## src/rtl/mux_rr_reg.sv

```systemverilog
// mux_rr_reg: registered NCH-channel, WIDTH-bit multiplexer with valid/ready
// handshakes. Channel selection is either fixed (external sel) or round-robin.
// One output register stage (data, valid), no skid buffer.
// Optional feature: define MUX_GRANT_ID_EN to add the registered grant_id
// output, which reports the channel index of the word held in out_data.
module mux_rr_reg #(
  parameter int WIDTH = 5,
  parameter int NCH   = 2,
  localparam int SELW = (NCH > 1) ? $clog2(NCH) : 1
) (
  input  logic                 clk,
  input  logic                 rst_n,
  input  logic                 mode,
  input  logic [SELW-1:0]      sel,
  input  logic [NCH*WIDTH-1:0] in_data,
  input  logic [NCH-1:0]       in_valid,
  output logic [NCH-1:0]       in_ready,
  output logic [WIDTH-1:0]     out_data,
  output logic                 out_valid,
  input  logic                 out_ready
`ifdef MUX_GRANT_ID_EN
  ,
  output logic [SELW-1:0]      grant_id
`endif
);

  localparam logic [SELW:0]   NCH_S   = (SELW+1)'(NCH);
  localparam logic [SELW+1:0] NCH_W   = (SELW+2)'(NCH);
  localparam logic [SELW-1:0] PTR_RST = SELW'(NCH - 1);

  logic [SELW-1:0]  ptr_reg;
  logic             load_en;
  logic [2*NCH-1:0] valid_dbl;
  logic [2*NCH-1:0] valid_rot;
  logic [SELW:0]    start;
  logic             rr_found;
  logic [SELW-1:0]  rr_offset;
  logic [SELW+1:0]  rr_sum;
  logic [SELW-1:0]  rr_grant;
  logic [SELW-1:0]  cand;
  logic             cand_ok;
  logic             xfer;
  logic [WIDTH-1:0] sel_data;

  // The register accepts a word when empty or being drained this cycle.
  assign load_en = ~out_valid | out_ready;

  // Rotate requests so that channel ptr+1 lands on bit 0; start may equal
  // NCH, which the doubled vector turns into a zero rotation.
  assign start     = {1'b0, ptr_reg} + 1'b1;
  assign valid_dbl = {in_valid, in_valid};
  assign valid_rot = valid_dbl >> start;

  // Find the first requester in rotated order (lowest set bit wins).
  always_comb begin
    rr_found  = 1'b0;
    rr_offset = '0;
    for (int j = NCH - 1; j >= 0; j--) begin
      if (valid_rot[j]) begin
        rr_found  = 1'b1;
        rr_offset = SELW'(j);
      end
    end
  end

  // Map the rotated offset back to an absolute channel index (mod NCH).
  assign rr_sum   = {1'b0, start} + {2'b00, rr_offset};
  assign rr_grant = (rr_sum >= NCH_W) ? SELW'(rr_sum - NCH_W) : SELW'(rr_sum);

  // Pick the candidate channel for this cycle from the current mode.
  always_comb begin
    cand    = sel;
    cand_ok = ({1'b0, sel} < NCH_S);
    if (mode) begin
      cand    = rr_grant;
      cand_ok = rr_found;
    end
  end

  // Only the candidate channel sees ready, and only when the register can load.
  generate
    for (genvar gi = 0; gi < NCH; gi++) begin : g_ready
      assign in_ready[gi] = rst_n & load_en & cand_ok & (cand == SELW'(gi));
    end
  endgenerate

  assign xfer = |(in_ready & in_valid);

  // Data mux driven by the candidate index; unused when no transfer occurs.
  always_comb begin
    sel_data = '0;
    for (int k = 0; k < NCH; k++) begin
      if (cand == SELW'(k)) sel_data = in_data[k*WIDTH +: WIDTH];
    end
  end

  // Output register: load on transfer, drain when consumed with nothing new.
  always_ff @(posedge clk or negedge rst_n) begin
    if (!rst_n) begin
      out_valid <= 1'b0;
      out_data  <= '0;
    end else if (xfer) begin
      out_valid <= 1'b1;
      out_data  <= sel_data;
    end else if (out_ready) begin
      out_valid <= 1'b0;
    end
  end

  // Round-robin pointer: moves to the granted channel, only in round-robin mode.
  always_ff @(posedge clk or negedge rst_n) begin
    if (!rst_n) begin
      ptr_reg <= PTR_RST;
    end else if (xfer && mode) begin
      ptr_reg <= cand;
    end
  end

`ifdef MUX_GRANT_ID_EN
  // Channel tag registered alongside out_data.
  always_ff @(posedge clk or negedge rst_n) begin
    if (!rst_n) begin
      grant_id <= '0;
    end else if (xfer) begin
      grant_id <= cand;
    end
  end
`endif

endmodule

```

## config.mk

```make
export PLATFORM = sky130hd
export DESIGN_NAME = mux_rr_reg
export DESIGN_NICKNAME = d
export VERILOG_FILES = /design/src/rtl/mux_rr_reg.sv
export SDC_FILE = /design/constraint.sdc
export NUM_CORES = 1
export LEC_CHECK = 0
export ABC_AREA = 1
export CAP_MARGIN = 30
export CORE_AREA = 2 2 40 42
export DETAILED_ROUTE_END_ITERATION = 10
export DIE_AREA = 0 0 42 44
export GPL_TIMING_DRIVEN = 0
export PLACE_DENSITY_LB_ADDON = 0.25
export SYNTH_ARGS = -nofsm -noshare
export SYNTH_HDL_FRONTEND = slang
export SYNTH_SLANG_ARGS = --single-unit
```

## constraint.sdc

```tcl
create_clock -name clk -period 1.36 [get_ports clk]
set_input_delay 0.34 -clock clk [delete_from_list [all_inputs] [get_ports clk]]
set_output_delay 0.34 -clock clk [all_outputs]
set_load 0.03 [all_outputs]
```

After elaboration in Yosys (flattened, before gate mapping)
Cells that the tools add are included.

cells by class
  $add $sub $neg = 3
  bitwise operators = 8
  reduce and logical (&&, ||, !) cells = 3
  shift operators = 1
  $lt $le $gt $ge = 1
  muxes and demuxes = 9

operators with widths
  cell                                                  count
  two-way mux 1 bit                                     8
  two-way mux 5 bit                                     1
  bitwise AND 1 bit                                     4
  >> shifter 4 x 2 -> 2 bit                             1
  adder 2 x 1 -> 3 bit                                  1
  >= comparator 3 x 2 -> 1 bit (second input constant)  1
  adder 1 x 1 -> 2 bit (second input constant)          1
  bitwise AND 2 bit                                     1
  NOT 1 bit                                             2
  nonzero test 2 bit                                    1
  OR reduction 2 bit                                    1
  logical AND 1 bit                                     1
  bitwise OR 1 bit                                      1
  subtractor 1 bit (second input constant)              1

storage, ports and cells
  bits in registers = 7
  output and inout port bits = 8
  word-level logic and storage cells = 28

Logic depth before layout (Yosys ltp)
Gate-level depths: netlist of run 1.

  word-level depth = 13
  gate-level depth with buffers = 9
  gate-level depth less buffers = 9

Least setup slack after synthesis of run 1
OpenSTA, ideal clock, no wires.

  path kind = register to output
  start = register ptr_reg
  end = output port in_ready[0]
  buffers on the path = 0
  arrival time = 1.291 ns
  setup slack = -0.271 ns
  cell stages (with the launch flop) = 7
  path through = dfstp_2 > nor2_1 > nor2_1 > nand2_1 > nand2_4 > inv_2 > nor2_1

on the way
  word-level cells in the longest chain between the ends = 10

ends and longest elaborated chain
  what                                                              RTL line  text
  start, declared                                                   31        logic [SELW-1:0] ptr_reg;
  start signal, assigned                                            115       ptr_reg <= cand;
  adder 1 x 1 -> 2 bit (*)                                          50        assign start = {1'b0, ptr_reg} + 1'b1;
  >> shifter 4 x 2 -> 2 bit                                         52        assign valid_rot = valid_dbl >> start;
  two-way mux 1 bit (2 in series)                                   59        if (valid_rot[j]) begin
  adder 2 x 1 -> 3 bit                                              67        assign rr_sum = {1'b0, start} + {2'b00, rr_offset};
  >= comparator 3 x 2 -> 1 bit or subtractor 1 bit (tied branches)  68        assign rr_grant = (rr_sum >= NCH_W) ? SELW'(rr_sum - NCH_W) : SELW'(rr_sum);
  two-way mux 1 bit                                                 68
  two-way mux 1 bit                                                 74        if (mode) begin
  NOT 1 bit                                                         n/a
  bitwise AND 1 bit (*)                                             83        assign in_ready[gi] = rst_n & load_en & cand_ok & (cand == SELW'(gi));
  end, declared                                                     17        output logic [NCH-1:0] in_ready,

Mark *: on every way between the ends. The rest lies on a longest branch, timed or not.

Worst setup path after layout of run 1
  start = input port sel
  end = output port in_ready[0]

on the way
  word-level cells in the longest chain between the ends = 3

ends and longest elaborated chain
  what               RTL line  text
  start, declared    14        input logic [SELW-1:0] sel,
  two-way mux 1 bit  74
  NOT 1 bit          n/a
  bitwise AND 1 bit  83

No other way between the ends.

==> run_results.csv, run 1 <==
group,metric,value,unit
placed_design,post_dp_cell_area,702,sq um
power,power.switching,0.000366,W
placed_design,numPortBuffers,24,
worst_hold_path,hold_class,"in2async",
worst_setup_path,path_max_fanout,3,
placed_design,post-dp-hpwl,802,um
worst_setup_path,startpoint,"sel",
timing,layout_min_cycle_time,1.70,ns
timing,skew,0.00132,ns
route,drt_first_pass_iters,3,
synthesis,syn_area,427,sq um
flow_run,max_cap_viol_count,0,
cells_and_area,largest_reg_flops,5,
timing,hold_violations,0,
synthesis,syn_nets,82,
synthesis,synth_commonest_cells,"nand2_1 (40), dfrtp_1 (6), nor2_1 (5), inv_1 (4), nand2_4 (2)",
clock_tree,ctsHoldBuffers,0,
route,viasPerCell,4.32,
power,cellPowerDensity,1180,nW/um^2
clock_tree,cts_tree,"yes",
cells_and_area,utilization,56.3,%
synthesis,yosys_warnings,0,
synthesis,synth.area.top_cells,"dfrtp_1 (35%), nand2_1 (35%), dfstp_2 (6.2%)",
cells_and_area,num_antenna_cells,0,
worst_setup_path,cp.arrival,1.36,ns
synthesis,postSynthCellCount,65,
clock_tree,clk_pin_slew,0.05,ns
timing,rsz0062_at_grt,"true",
timing,clock.fmax,588,MHz
synthesis,synthSimpleGateAreaFrac,52.8,%
timing,setup_violations,9,
placed_design,place.gp.congestion,0.704,
synthesis,synth_compound_area_share,0,%
synthesis,synth.distinct_cells,13,
synthesis,yosys_register_bits,7,
cells_and_area,areaGrowthSynthToFinish,87.4,%
synthesis,synth_top_area_share,35.2,%
worst_setup_path,cp-start-kind,"input port",
global_route,grt_max_degree,9,
floorplanning,fp-row-count,14,
worst_setup_path,worstSetupEndpoint,"in_ready[0]",
floorplanning,pin_count,25,
route,post_drt_wl_per_cell,9.27,um
synthesis,yosys.area.top_type,"dfrtp_1",
route,drtIter0Drc,2,
worst_setup_path,crit_chain,"clkdlybuf4s50_1, or2_1, nand2_4, inv_6, nor2_4, buf_6",
cells_and_area,nets,119,
synthesis,synth.most_common_cell,"nand2_1",
global_route,antenna_found_initial,0,
cells_and_area,layout-drive-gt1-share,27.7,%
clock_tree,htreeDepth,1,
global_route,track_usage,12.5,%
synthesis,synth-xor-area-share,0,%
clock_tree,worstSkewPairLatency,0.25,ns
timing,setup_ws,-0.342,ns
worst_setup_path,worstPathRequired,1.02,ns
synthesis,synth_async_sr_flop_share,100,%
route,vias,506,
worst_setup_path,crit_path_top_delay_cell,"clkdlybuf4s50_1",
power,pwr-share-seq,33.0,%
power,leakagePower,0.424,nW
power,clkPwrFrac,19.4,%
clock_tree,clockRootBuffer,"clkbuf_4",
run_status,outcome,"complete, but fails checks",
global_route,overflow,0,
floorplanning,coreArea,1420,sq um
worst_setup_path,criticalPathCategory,"in2out",
synthesis,yosysSeqAreaShare,41.3,%
worst_setup_path,worstSetupEndpointType,"output port",
synthesis,synthFlopType,"dfrtp_1",
floorplanning,die_h,44,um
floorplanning,start_util,30.1,%
synthesis,muxShareOfSynthArea,0,%
route,drt-total-wl,1090,um
synthesis,synth_top_family_by_area,"simple AND/OR/NAND/NOR gates",
clock_tree,cts.sinks,7,
route,drc,0,
run_status,violations,"negative setup slack",
synthesis,synth_adder_area_share,0,%
worst_setup_path,worstReg2RegStart,"ptr_reg",
power,internal_power,0.000576,W
clock_tree,cts_buffer_depth,2,
worst_setup_path,cpPeakStageDelay,0.39,ns
worst_setup_path,ff2ff_setup_slack,-0.21,ns
power,vdd_drop_max,426,uV
worst_setup_path,r2r-end,"out_data[3]",
floorplanning,die-area,1850,sq um
cells_and_area,fin_area,800,sq um
worst_setup_path,r2r_cells,11,
timing,drv_slew,0,
cells_and_area,n_fill_cell,145,
global_route,grt_pass1_vias,462,
timing,slew_headroom,79.8,%
synthesis,synth_area_per_cell,6.56,sq um
power,swShare,38.9,%
power,power_frac_comb,47.6,%
clock_tree,cts_buffers,3,
route,ant_nets,0,
synthesis,synth_edf_count,0,
timing,tightest_slew,0.304,ns
floorplanning,die_x,42,um
timing,fin_crit_sh,125,%
global_route,grt_pass1_wl,1700,um
-- cell usage in the layout (no fill, tap or decap), drive strengths merged --
master | netlist | routed
or2 | 1 | 1
clkbuf | 0 | 4
dfrtp | 6 | 6
dfstp | 1 | 1
clkdlybuf4s50 | 0 | 11
nand2 | 42 | 42
clkdlybuf4s15 | 0 | 6
nand3 | 2 | 2
nor2 | 6 | 6
nand4 | 1 | 1
dlygate4sd2 | 0 | 5
buf | 0 | 10
inv | 6 | 6
-- power groups by stage --
stage	clock network [W]	logic, W	registers (W)
finish	0.000183	0.000448	0.000311
global route	0.000201	0.000490	0.000318
CTS	0.000192	0.000428	0.000309
detailed placement	0	0.000430	0.000315
global placement	0	0.000424	0.000310
floorplan	0	0.000145	0.000409
-- how the worst min path moves through the flow --
stage                             end  slack, ns
after detailed placement  out_data[2]       0.46
after global placement    out_data[1]       0.46
after floorplan           out_data[0]       0.04
after CTS                 out_data[1]       0.01
after global routing      out_data[1]       0.02
final                     out_data[1]       0.02
-- cell families after synthesis --
logic type             after synthesis
and+or+nand+nor                     52
DFF                                  7
buffers and inverters                6
-- critical path: cells and delay by family --
family        cells  cell delay (ns)
buf+inv           3             0.56
simple gates      3             0.46
-- metal layers --
layer	wire length (um)	share of wire [%]	global-route usage [%]	vias to the layer above
li1	-	-	-	268
met1	439	40	13.4	218
met2	581	54	22.5	18
met3	47	4.3	1.25	2
met4	17	1.6	9.68	0
met5	0	0	0	-
-- final cells by class --
class                      instances  area [sq um]  area share [%]
inverter                           6          30.0            3.76
timing repair buffer              32           299            37.4
sequential                         7           176            22.1
multi-input combinational         52           248            31.0
tap                               16          20.0            2.50
clock buffer                       4          26.3            3.29
-- repair_timing --
action,CTS,global route
pin swaps,8,3
setup buffers,6,2
setup endpoints to repair,15,12
resized for setup,33,6
-- through the flow --
stage	TNS (ns)	power [W]	hold slack [ns]	std cells	setup slack, ns
6_report	-2.00	0.000942	0.0186	117	-0.342
5_1_grt	-3.01	0.00101	0.0250	117	-0.420
4_1_cts	-1.71	0.000930	0.0142	115	-0.386
3_5_place_dp	-6.03	0.000744	0.463	105	-1.20
3_3_place_gp	-5.89	0.000734	0.457	105	-1.18
2_1_floorplan	-0.173	0.000554	0.0444	65	-0.0951
Power figures use the tool's default switching activity.
==> run 2, diff against run 1 <==
--- a/config.mk
+++ b/config.mk
@@ -7,9 +7,11 @@
 export LEC_CHECK = 0
 export ABC_AREA = 1
 export CAP_MARGIN = 30
-export CORE_AREA = 2 2 40 42
+export CELL_PAD_IN_SITES_DETAIL_PLACEMENT = 1
+export CELL_PAD_IN_SITES_GLOBAL_PLACEMENT = 1
+export CORE_AREA = 2 2 49 51
 export DETAILED_ROUTE_END_ITERATION = 10
-export DIE_AREA = 0 0 42 44
+export DIE_AREA = 0 0 51 53
 export GPL_TIMING_DRIVEN = 0
 export PLACE_DENSITY_LB_ADDON = 0.25
 export SYNTH_ARGS = -nofsm -noshare
==> run 2 against run 1 <==
The run still ends with negative setup slack left. Clock power grew 3%. Cell count grew 16%. Sequential share of layout area shrank 1.7 points. Clock skew grew 0.00057 ns. Fmax shrank 2.0%. Routed wire length grew 22%. Worst hold slack gained 0.041 ns. Via count grew 4.5%. Register-to-register slack gained 0.07 ns. Clock-buffer cell count is the same. Critical endpoint unchanged. Largest power group unchanged.
==> run_results.csv, run 2 (synthesis results as in run 1) <==
group,metric,value,unit
timing,tightest_slew,0.334,ns
timing,skew,0.00189,ns
global_route,grt_pass1_wl,2130,um
timing,layout_min_cycle_time,1.74,ns
clock_tree,worstSkewPairLatency,0.25,ns
route,drtIter0Drc,2,
global_route,antenna_found_initial,0,
worst_setup_path,crit_chain,"nor2_1, nor2_1, nand2_1, nand2_4, inv_6, nor2_4, buf_6",
worst_setup_path,cp.arrival,1.40,ns
placed_design,dp.cells,117,
cells_and_area,largest_reg_flops,5,
timing,whs,0.0597,ns
route,drc,0,
clock_tree,cts_buffer_depth,2,
placed_design,place.gp.congestion,0.698,
clock_tree,clockRootBuffer,"clkbuf_4",
power,swShare,39.2,%
timing,hold_violations,0,
floorplanning,start_util,19.9,%
cells_and_area,final_cell_mix,"nand2_1 (35), buf_4 (16), clkdlybuf4s50_1 (11)",
timing,setup_ws,-0.376,ns
worst_setup_path,cp-start-kind,"flip-flop",
worst_setup_path,worstReg2RegStart,"ptr_reg",
worst_setup_path,crit_path_top_delay_cell,"dfstp_2",
route,viasPerCell,3.89,
timing,setup_violations,9,
cells_and_area,seqCellArea,176,sq um
run_status,violations,"negative setup slack",
global_route,grt_max_degree,9,
timing,fin_crit_sh,128,%
cells_and_area,layout-drive-gt1-share,35.2,%
timing,drv_slew,0,
floorplanning,die_x,51,um
route,vias,529,
power,clkPwrFrac,18.6,%
power,vdd_drop_max,342,uV
floorplanning,coreArea,2150,sq um
floorplanning,fp-row-count,17,
floorplanning,die-area,2700,sq um
floorplanning,die_h,53,um
worst_setup_path,path_max_fanout,4,
route,ant_nets,0,
run_status,outcome,"complete, but fails checks",
global_route,track_usage,10.8,%
floorplanning,pin_count,25,
clock_tree,htreeDepth,1,
cells_and_area,num_antenna_cells,0,
power,power.switching,0.000395,W
route,post_drt_wl_per_cell,9.70,um
clock_tree,cts_buffers,3,
cells_and_area,final_cells,136,
power,internal_power,0.000613,W
worst_setup_path,cpMostUsedCell,"nor2_1",
timing,clock.fmax,576,MHz
placed_design,numPortBuffers,24,
route,drt-total-wl,1320,um
cells_and_area,n_fill_cell,272,
global_route,grt_pass1_vias,525,
clock_tree,cts.sinks,7,
timing,slew_headroom,77.7,%
cells_and_area,nets,126,
clock_tree,cts_tree,"yes",
worst_hold_path,hold_class,"in2async",
cells_and_area,multi_input_area,258,sq um
power,cellPowerDensity,1160,nW/um^2
worst_setup_path,startpoint,"ptr_reg",
timing,rsz0062_at_grt,"true",
cells_and_area,utilization,40.4,%
placed_design,post-dp-hpwl,914,um
power,pwr-share-seq,31.4,%
power,leakagePower,0.454,nW
power,power_frac_comb,49.9,%
worst_setup_path,worstPathRequired,1.02,ns
worst_setup_path,criticalPathCategory,"reg2out",
cells_and_area,areaGrowthSynthToFinish,103,%
route,drt_first_pass_iters,4,
worst_setup_path,cpPeakStageDelay,0.54,ns
global_route,overflow,0,
worst_setup_path,worstSetupEndpointType,"output port",
cells_and_area,final_common_cell,"nand2_1",
clock_tree,clk_pin_slew,0.05,ns
flow_run,max_cap_viol_count,0,
-- run 2: changes by cell type in the layout (fill, tap and decap cells not counted), sizes merged --
cell	before	now
clkdlybuf4s15	6	5
clkbuf	4	6
dlygate4sd2	5	3
buf	10	18
-- run 2: routing by layer --
layer / share of wire [%] / wire [um] / up-vias / GRT usage [%]
met5: 0 / 0 / - / 0
met4: 0 / 0 / 0 / 6.76
met3: 4.5 / 59 / 0 / 1.69
li1: - / - / 283 / -
met1: 42 / 556 / 230 / 11.6
met2: 53 / 702 / 16 / 19.7
-- run 2: power by group through the flow --
stage	Clock [W]	Combinational (W)	Sequential (W)
2_1_floorplan	0	0.000145	0.000409
3_3_place_gp	0	0.000429	0.000311
3_5_place_dp	0	0.000438	0.000314
4_1_cts	0.000194	0.000466	0.000309
5_1_grt	0.000201	0.000554	0.000326
6_report	0.000188	0.000504	0.000317
-- run 2: final cells by class --
type                            instances  share of cell area, %
Timing Repair Buffer                   39                   39.1
Inverter                                6                   3.75
Clock buffer                            4                   3.03
Multi-Input combinational cell         52                   29.7
Tap cell                               28                   4.04
Sequential cell                         7                   20.3
-- run 2: per-stage QoR --
| step | instance area, sq um | total power [W] | setup slack [ns] | setup TNS (ns) |
|---|---|---|---|---|
| global placement | 717 | 0.000740 | -1.20 | -6.14 |
| floorplan | 442 | 0.000554 | -0.0951 | -0.173 |
| detailed placement | 717 | 0.000752 | -1.19 | -6.09 |
| finish | 867 | 0.00101 | -0.376 | -1.56 |
| global route | 867 | 0.00108 | -0.459 | -2.44 |
| CTS | 832 | 0.000969 | -0.421 | -1.37 |
-- run 2: timing repair --
action,in CTS,in global routing
hold buffers,0,0
endpoints found under the setup margin,15,13
resized for setup,33,12
pin swaps,10,6
buffers inserted,14,4
-- run 2: critical path, delay by kind of cell (launching register included) --
family / cells / cell delay (ns)
DFF: 1 / 0.54
and+or+nand+nor: 5 / 0.43
buffers and inverters: 2 / 0.17
-- run 2: path summary, 6_finish.rpt --
check	endpoint	slack, ns	cells after the start
max	in_ready[0]	-0.38	7
min	out_data[2]	0.06	1
max reg2reg	out_data[4]	-0.14	10
min reg2reg	out_data[1]	0.47	2
max in group asynchronous	ptr_reg	1.01	1
min in group clk	out_data[1]	0.47	2
==> run 3, diff against run 2 <==
--- a/config.mk
+++ b/config.mk
@@ -14,6 +14,7 @@
 export DIE_AREA = 0 0 51 53
 export GPL_TIMING_DRIVEN = 0
 export PLACE_DENSITY_LB_ADDON = 0.25
+export REMOVE_ABC_BUFFERS = 1
 export SYNTH_ARGS = -nofsm -noshare
 export SYNTH_HDL_FRONTEND = slang
 export SYNTH_SLANG_ARGS = --single-unit
==> run 3 against run 2 <==
The flow still finishes with violations (negative setup slack). Clock power is essentially flat. Non-clock buffer count is 10 lower. Register-to-register slack got worse by 0.13 ns. Total power shrank 5.9%. Sequential share of layout area is 1.6 points higher. First-iteration DRC count did not move. Clock-buffer cell count did not move. Worst setup slack got worse by 0.012 ns. Critical path type unchanged. Critical path depth unchanged. Fmax fell by 0.68%.
==> run_results.csv, run 3 (synthesis results as in run 1) <==
group,metric,value,unit
global_route,grt_pass1_vias,496,
worst_setup_path,criticalPathCategory,"reg2out",
floorplanning,start_util,19.9,%
clock_tree,cts_buffers,3,
cells_and_area,n_fill_cell,278,
cells_and_area,layout-drive-gt1-share,27.6,%
worst_setup_path,worstReg2RegStart,"ptr_reg",
cells_and_area,num_antenna_cells,0,
cells_and_area,nets,116,
power,leakagePower,0.424,nW
floorplanning,die_h,53,um
floorplanning,die-area,2700,sq um
placed_design,place.gp.congestion,0.700,
route,drt_first_pass_iters,4,
power,cellPowerDensity,1180,nW/um^2
timing,skew,0.00162,ns
timing,rsz0062_at_grt,"true",
timing,hold_violations,0,
timing,drv_slew,0,
timing,setup_ws,-0.388,ns
worst_hold_path,hold_class,"in2async",
global_route,grt_pass1_wl,2160,um
power,power_frac_comb,47.1,%
flow_run,max_cap_viol_count,0,
timing,fin_crit_sh,128,%
floorplanning,fp-row-count,17,
timing,clock.fmax,572,MHz
clock_tree,cts_tree,"yes",
worst_setup_path,ff2ff_setup_slack,-0.27,ns
clock_tree,htreeDepth,1,
global_route,grt_max_degree,9,
placed_design,numPortBuffers,24,
global_route,overflow,0,
timing,layout_min_cycle_time,1.75,ns
clock_tree,clockRootBuffer,"clkbuf_4",
clock_tree,worstSkewPairLatency,0.25,ns
worst_setup_path,cp-start-kind,"flip-flop",
cells_and_area,final_common_cell,"nand2_1",
placed_design,post-dp-hpwl,896,um
power,power.switching,0.000378,W
worst_setup_path,worstSetupEndpointType,"output port",
worst_setup_path,r2r_cells,11,
clock_tree,cts_buffer_depth,2,
power,clkPwrFrac,20.0,%
cells_and_area,final_cells,126,
clock_tree,cts.sinks,7,
cells_and_area,areaGrowthSynthToFinish,88.6,%
route,vias,485,
worst_setup_path,worstPathRequired,1.02,ns
cells_and_area,multi_input_area,255,sq um
placed_design,dp.cells,117,
floorplanning,pin_count,25,
worst_setup_path,r2r-end,"out_data[4]",
route,viasPerCell,3.85,
placed_design,pre_cts_ws,-1.16,ns
global_route,antenna_found_initial,0,
worst_setup_path,path_max_fanout,3,
route,drt-total-wl,1280,um
worst_setup_path,cp.arrival,1.41,ns
route,ant_nets,0,
power,internal_power,0.000572,W
route,drtIter0Drc,2,
cells_and_area,final_cell_mix,"nand2_1 (37), clkdlybuf4s50_1 (11), clkdlybuf4s15_1 (6), dfrtp_1 (6), buf_4 (4)",
route,drc,0,
route,post_drt_wl_per_cell,10.2,um
clock_tree,clk_pin_slew,0.05,ns
timing,tightest_slew,0.341,ns
power,pwr-share-seq,32.9,%
floorplanning,die_x,51,um
cells_and_area,seqCellArea,176,sq um
cells_and_area,largest_reg_flops,5,
timing,setup_violations,9,
power,swShare,39.8,%
power,vdd_drop_max,432,uV
run_status,outcome,"complete, but fails checks",
clock_tree,ctsHoldBuffers,0,
global_route,track_usage,10.7,%
timing,slew_headroom,77.3,%
run_status,violations,"negative setup slack",
power,fin_total_pwr,0.000950,W
floorplanning,coreArea,2150,sq um
==> run 3: cell types whose count changed in the layout (fill, tap and decap cells not counted), sizes merged <==
cell / delta
clkdlybuf4s15: +1
buf: -11
dlymetal6s2s: +2
dlygate4sd2: -1
clkbuf: -1
==> run 3: layout make-up <==
cell class              instances  area share, %
well taps                      28           4.35
multi-input cells              52           31.7
inverters                       6           3.73
flip-flops and latches          7           21.9
repair buffers                 29           35.0
clock buffers                   4           3.27
==> run 3: worst max path at each step <==
stage,end,startpoint,cells after the start,slack [ns]
after CTS,in_ready[1],ptr_reg,7,-0.44
after global placement,in_ready[0],rst_n,6,-1.17
after floorplan,in_ready[0],ptr_reg,6,-0.27
final,in_ready[1],ptr_reg,7,-0.39
after detailed placement,in_ready[0],rst_n,6,-1.16
after global routing,in_ready[1],ptr_reg,7,-0.41
==> run 3: power by group through the flow <==
| stage | Combinational, W | Sequential (W) | Clock [W] |
|---|---|---|---|
| floorplan | 0.000135 | 0.000409 | 0 |
| global placement | 0.000419 | 0.000311 | 0 |
| detailed placement | 0.000424 | 0.000314 | 0 |
| CTS | 0.000429 | 0.000309 | 0.000196 |
| global route | 0.000493 | 0.000321 | 0.000202 |
| finish | 0.000447 | 0.000313 | 0.000190 |
==> run 3: timing repair <==
item	4_1_cts	5_1_grt
gates resized for setup	31	16
pin swaps	7	8
setup buffers	4	1
endpoints found under the setup margin	15	14
==> run 3: per-layer routing <==
layer  routed length [um]  global-route usage, %  up-vias
li1                     -                      -      259
met1                  550                   12.4      213
met2                  677                   18.0       13
met3                   51                   2.82        0
met4                    0                   5.41        0
met5                    0                      0        -
==> run 3: worst max-delay path: stages (launching register included) <==
cell and delay (ns):
dfstp_2 0.55, nand2_1 0.08, nand2_1 0.10, nand2_2 0.08
nand2_4 0.09, buf_6 0.10, nor2_2 0.03, buf_6 0.13
==> run 3: metrics by stage <==
stage	setup TNS [ns]	cell area, sq um	util (%)	hold WS, ns
after detailed placement	-6.09	702	32.7	0.459
final	-2.48	805	37.4	0.0628
after floorplan	-0.519	427	-	0.0444
after global placement	-6.06	702	32.7	0.456
after CTS	-2.72	772	35.9	0.0918
after global routing	-3.08	805	37.4	0.0906
